==> config.mk <==
export PLATFORM = sky130hd
export DESIGN_NAME = vend_fsm_param
export DESIGN_NICKNAME = d
export VERILOG_FILES = /design/src/rtl/vend_fsm_param.sv
export SDC_FILE = /design/constraint.sdc
export NUM_CORES = 1
export LEC_CHECK = 0
export ABC_CLOCK_PERIOD_IN_PS = 3300
export CAP_MARGIN = 20
export CORE_MARGIN = 2
export CORE_UTILIZATION = 50
export CTS_BUF_LIST = sky130_fd_sc_hd__clkbuf_2 sky130_fd_sc_hd__clkbuf_4 sky130_fd_sc_hd__clkbuf_8
export CTS_CLUSTER_SIZE = 24
export DETAILED_ROUTE_END_ITERATION = 6
export PLACE_DENSITY = 0.81
export SYNTH_ARGS = -nofsm -noshare
export SYNTH_HDL_FRONTEND = slang
export SYNTH_SLANG_ARGS = --single-unit
==> constraint.sdc <==
create_clock -name clk -period 3.3 [get_ports clk]
set_input_delay 0.66 -clock clk [delete_from_list [all_inputs] [get_ports clk]]
set_output_delay 0.66 -clock clk [all_outputs]
set_load 0.005 [all_outputs]
==> src/rtl/vend_fsm_param.sv <==
// Parametrised coin-accumulating vending controller: credits coins, dispenses at PRICE,
// returns change, refunds on cancel and flags coins strobed while busy.
module vend_fsm_param #(
  parameter int AMT_W = 5,
  parameter int PRICE = 20,
  parameter int CNT_W = 3
) (
  input  logic             clk,
  input  logic             rst,
  input  logic [AMT_W-1:0] amt,
  input  logic             amt_vld,
  input  logic             cancel,
  output logic             coffee,
  output logic [AMT_W:0]   change,
  output logic             change_vld,
  output logic             reject,
  output logic [AMT_W:0]   credit,
  output logic [CNT_W-1:0] count
);

  localparam logic [AMT_W:0]   PRICE_V = (AMT_W+1)'(PRICE);
  localparam logic [CNT_W-1:0] CNT_MAX = '1;

  typedef enum logic [1:0] {
    IDLE     = 2'd0,
    COLLECT  = 2'd1,
    DISPENSE = 2'd2,
    REFUND   = 2'd3
  } state_t;

  state_t           r_state;
  state_t           w_state_next;
  logic [AMT_W:0]   r_credit;
  logic [AMT_W:0]   w_credit_next;
  logic [CNT_W-1:0] r_count;
  logic [CNT_W-1:0] w_count_next;
  logic             r_coffee;
  logic             w_coffee_next;
  logic [AMT_W:0]   r_change;
  logic [AMT_W:0]   w_change_next;
  logic             r_change_vld;
  logic             w_change_vld_next;
  logic             r_reject;
  logic             w_reject_next;

  logic             w_coin;
  logic [AMT_W:0]   w_coin_amt;
  logic [AMT_W:0]   w_sum;
  logic             w_sale;
  logic [CNT_W-1:0] w_count_inc;

  // A zero-valued strobe is treated as no coin at all.
  assign w_coin      = amt_vld && (amt != '0);
  assign w_coin_amt  = w_coin ? {1'b0, amt} : '0;
  assign w_sum       = r_credit + w_coin_amt;
  assign w_sale      = w_coin && (w_sum >= PRICE_V);
  assign w_count_inc = (r_count == CNT_MAX) ? r_count : r_count + 1'b1;

  always_comb begin
    w_state_next      = r_state;
    w_credit_next     = r_credit;
    w_count_next      = r_count;
    w_coffee_next     = 1'b0;
    w_change_next     = '0;
    w_change_vld_next = 1'b0;
    w_reject_next     = 1'b0;

    case (r_state)
      IDLE, COLLECT: begin
        // Cancel wins over a coin that would otherwise complete the sale.
        if ((r_state == COLLECT) && cancel) begin
          w_state_next      = REFUND;
          w_change_next     = w_sum;
          w_change_vld_next = 1'b1;
          w_credit_next     = '0;
        end else if (w_sale) begin
          w_state_next      = DISPENSE;
          w_coffee_next     = 1'b1;
          w_change_next     = w_sum - PRICE_V;
          w_change_vld_next = (w_sum != PRICE_V);
          w_credit_next     = '0;
          w_count_next      = w_count_inc;
        end else if (w_coin) begin
          w_state_next  = COLLECT;
          w_credit_next = w_sum;
        end
      end

      DISPENSE, REFUND: begin
        w_state_next  = IDLE;
        w_credit_next = '0;
        w_reject_next = w_coin;
      end

      default: begin
        w_state_next  = IDLE;
        w_credit_next = '0;
      end
    endcase
  end

  always_ff @(posedge clk) begin
    if (!rst) begin
      r_state      <= IDLE;
      r_credit     <= '0;
      r_count      <= '0;
      r_coffee     <= 1'b0;
      r_change     <= '0;
      r_change_vld <= 1'b0;
      r_reject     <= 1'b0;
    end else begin
      r_state      <= w_state_next;
      r_credit     <= w_credit_next;
      r_count      <= w_count_next;
      r_coffee     <= w_coffee_next;
      r_change     <= w_change_next;
      r_change_vld <= w_change_vld_next;
      r_reject     <= w_reject_next;
    end
  end

  assign coffee     = r_coffee;
  assign change     = r_change;
  assign change_vld = r_change_vld;
  assign reject     = r_reject;
  assign credit     = r_credit;
  assign count      = r_count;

endmodule

==> reports/qor.txt <==
Synth top area share: 36.2%
Antenna cells: 0
Area added between synthesis and finish: 38.1%
Total congestion overflow: 0
Clock sink count: 20
DRT iter0 DRCs: 27
Slew margin rel.: 68.2%
CTS root buf: clkbuf_4
Slowest stage delay, CP: 530 ps
GRT Total Usage: 22.5%
H-tree depth: 1
Final Hold Slack: 488 ps
Vias in the first global route: 1034
Post-DP HPWL: 1.92 mm
Placed Cells: 182
PortBufs: 26
Final WS setup: 162 ps
Mapped cell area: 0.00111 mm²
Setup bufs post-CTS: 0
Unique masters post-synth: 33
RSZ-0062 raised after global routing: no
Drt drc: 0
Vias/cell: 5.49
Sequential area share after synthesis: 36.2%
Max Buffers Root-to-Sink: 2
Die W: 51.0 µm
Initial core utilization: 51.5%
Worst min-delay path class: flop to flop
1st-pass router iterations: 4
Fraction of registers with async set/reset: 0%
Final slew viol count: 0
Slowest-stage cell, CP: clkdlybuf4s50_1
CTS tree: yes
Peak VDD IR: 0.286 mV
Syn_nets: 138
WL final: 2.60 mm
Primary flip-flop cell chosen by synthesis mapping: dfxtp_1
Register bit total from synthesis: 20
Core area: 0.00215 mm²
Post-route setup TNS: 0 ps
Startpoint types: input pin
Setup violators final: 0
Crit path buffers/inverters: 4
Fillers: 182
Worst EP arrival: 3370 ps
CTS Buf Count: 3
Synth top cells by count: dfxtp_1 (20), nand2_1 (11), a21oi_1 (10), ha_1 (9), nand3_1 (8)
Initial antenna violation count: 0
Reg clk slew, reported paths: 120 ps
Top cell family by delay on the critical path: buffers and inverters
# IOs: 27
Fmax: 319 MHz
Final Cycle Share: 95.1%
Largest net degree at the start of global routing: 13
Critical path, cell by cell: clkdlybuf4s50_1 > and2_1 > ha_1 > inv_1 > fa_1 > xnor2_1 > inv_1 > ha_1 > nand2_1 > a22o_4 > buf_4 > nand2_1 > a211oi_1
Worst-Skew Late Latency: 320 ps
YS warnings: 0
Final core utilization: 71.1%
Post-synth EDFFs: 0
Worst slack, placed: -114 ps
Die height: 51.0 µm
Gp weighted congestion: 0.831
Die Area: 0.00260 mm²
Outcome: completed
Non-Filler Instances: 186
Via count: 1022
Crit end category: flop
Layout cells sized above 1: 16.5%
Cells after Synth: 119
Num rows: 17
Fin crit period: 3140 ps
Most common cell in the netlist: dfxtp_1
Nets: 178
WP data required: 3540 ps
Synthesized area per cell: 9.29 µm²
Worst slew pin tran: 478 ps
ANT nets after route: 0
Leak Pwr: 0.646 nW
Max FO, Critical Path: 5
Avg WL per Cell: 14.0 µm
First-pass GRT wire length: 4.35 mm
Maximum Capacitance Violations: 0
Post-Route Skew: 11.2 ps
Final Hold Fails: 0
Top post-synthesis cells by area: dfxtp_1 (36%), ha_1 (10%), a21oi_1 (4.5%)
WS Path Type: input pin to flop
Power per cell area: 421 mW/mm²
Cell taking the most area after synthesis: dfxtp_1
==> final timing paths <==
| kind | from | end | slack [ps] | cells after the start |
|---|---|---|---|---|
| setup / recovery | amt_vld | change[1]$_SDFF_PN0_ | 160 | 13 |
| hold reg to reg | count[2]$_SDFFE_PN0P_ | count[2]$_SDFFE_PN0P_ | 490 | 2 |
| hold / removal | count[2]$_SDFFE_PN0P_ | count[2]$_SDFFE_PN0P_ | 490 | 2 |
| setup reg to reg | credit[0]$_SDFFE_PN0P_ | change[1]$_SDFF_PN0_ | 770 | 11 |
==> state kept, by name, indices dropped and copies added, names as in the netlist <==
register and count:
change 6, credit 6, count 3, r_state 2, change_vld 1, coffee 1, reject 1
==> placed cells by master (no fill, tap or decap), types with 2 or more instances in the layout <==
master / instances
clkdlybuf4s50_1: 26
dfxtp_1: 20
buf_4: 12
nand2_1: 11
a21oi_1: 10
ha_1: 9
nand3_1: 8
nor2_1: 6
inv_1: 5
and2_1: 5
nand2b_1: 5
o31ai_2: 4
xor2_1: 3
nand4_1: 3
mux2i_1: 3
a211oi_1: 3
clkbuf_4: 3
xnor2_1: 2
o21ai_0: 2
a22oi_1: 2
and3_1: 2
==> worst min-delay path, cell delays in order, from the launching register on <==
cell	delay (ps)
dfxtp_1	340
nand2_1	60
mux2i_1	50
==> per-stage QoR <==
step | area [µm²] | power (mW)
floorplan | 1110 | 0.362
global placement | 1470 | 0.434
detailed placement | 1470 | 0.439
CTS | 1530 | 0.641
global route | 1530 | 0.673
finish | 1530 | 0.644
==> cells by family after synthesis <==
logic type,synth area share [%]
simple gates,22.3
compound gates,19.5
flops,36.2
fa+ha+maj,12.0
buf+inv,3.39
xor+xnor,3.96
mux,2.72
==> layer usage <==
| layer | global-route usage, % | vias up | wire length [µm] |
|---|---|---|---|
| li1 | - | 505 | - |
| met5 | 0 | - | 0 |
| met3 | 4.97 | 13 | 130 |
| met1 | 26.8 | 466 | 1140 |
| met4 | 12.2 | 0 | 113 |
| met2 | 37.4 | 38 | 1220 |
==> report_power, final <==
part	total, mW	leakage [nW]	switching (mW)	internal (mW)
clock	0.203	0.0279	0.0801	0.123
combinational	0.177	0.455	0.0885	0.0883
sequential	0.264	0.162	0.00877	0.255
==> final cells by class <==
cell class                 count  area (µm²)  area share (%)
clock inverter                 1        30.0            1.97
tap                           28        35.0            2.29
sequential                    20         400            26.2
timing repair buffer          38         350            22.9
inverter                       5        18.8            1.23
clock buffer                   3        22.5            1.47
multi-input combinational     91         671            43.9
==> repair_timing <==
| action | 4_1_cts | 5_1_grt |
|---|---|---|
| setup endpoints to repair | 0 | 2 |
| resized for setup | 0 | 1 |
| hold buffers | 0 | 0 |
| hold endpoints to repair | 0 | 0 |
Note: power is estimated with default switching activity, not from simulation.
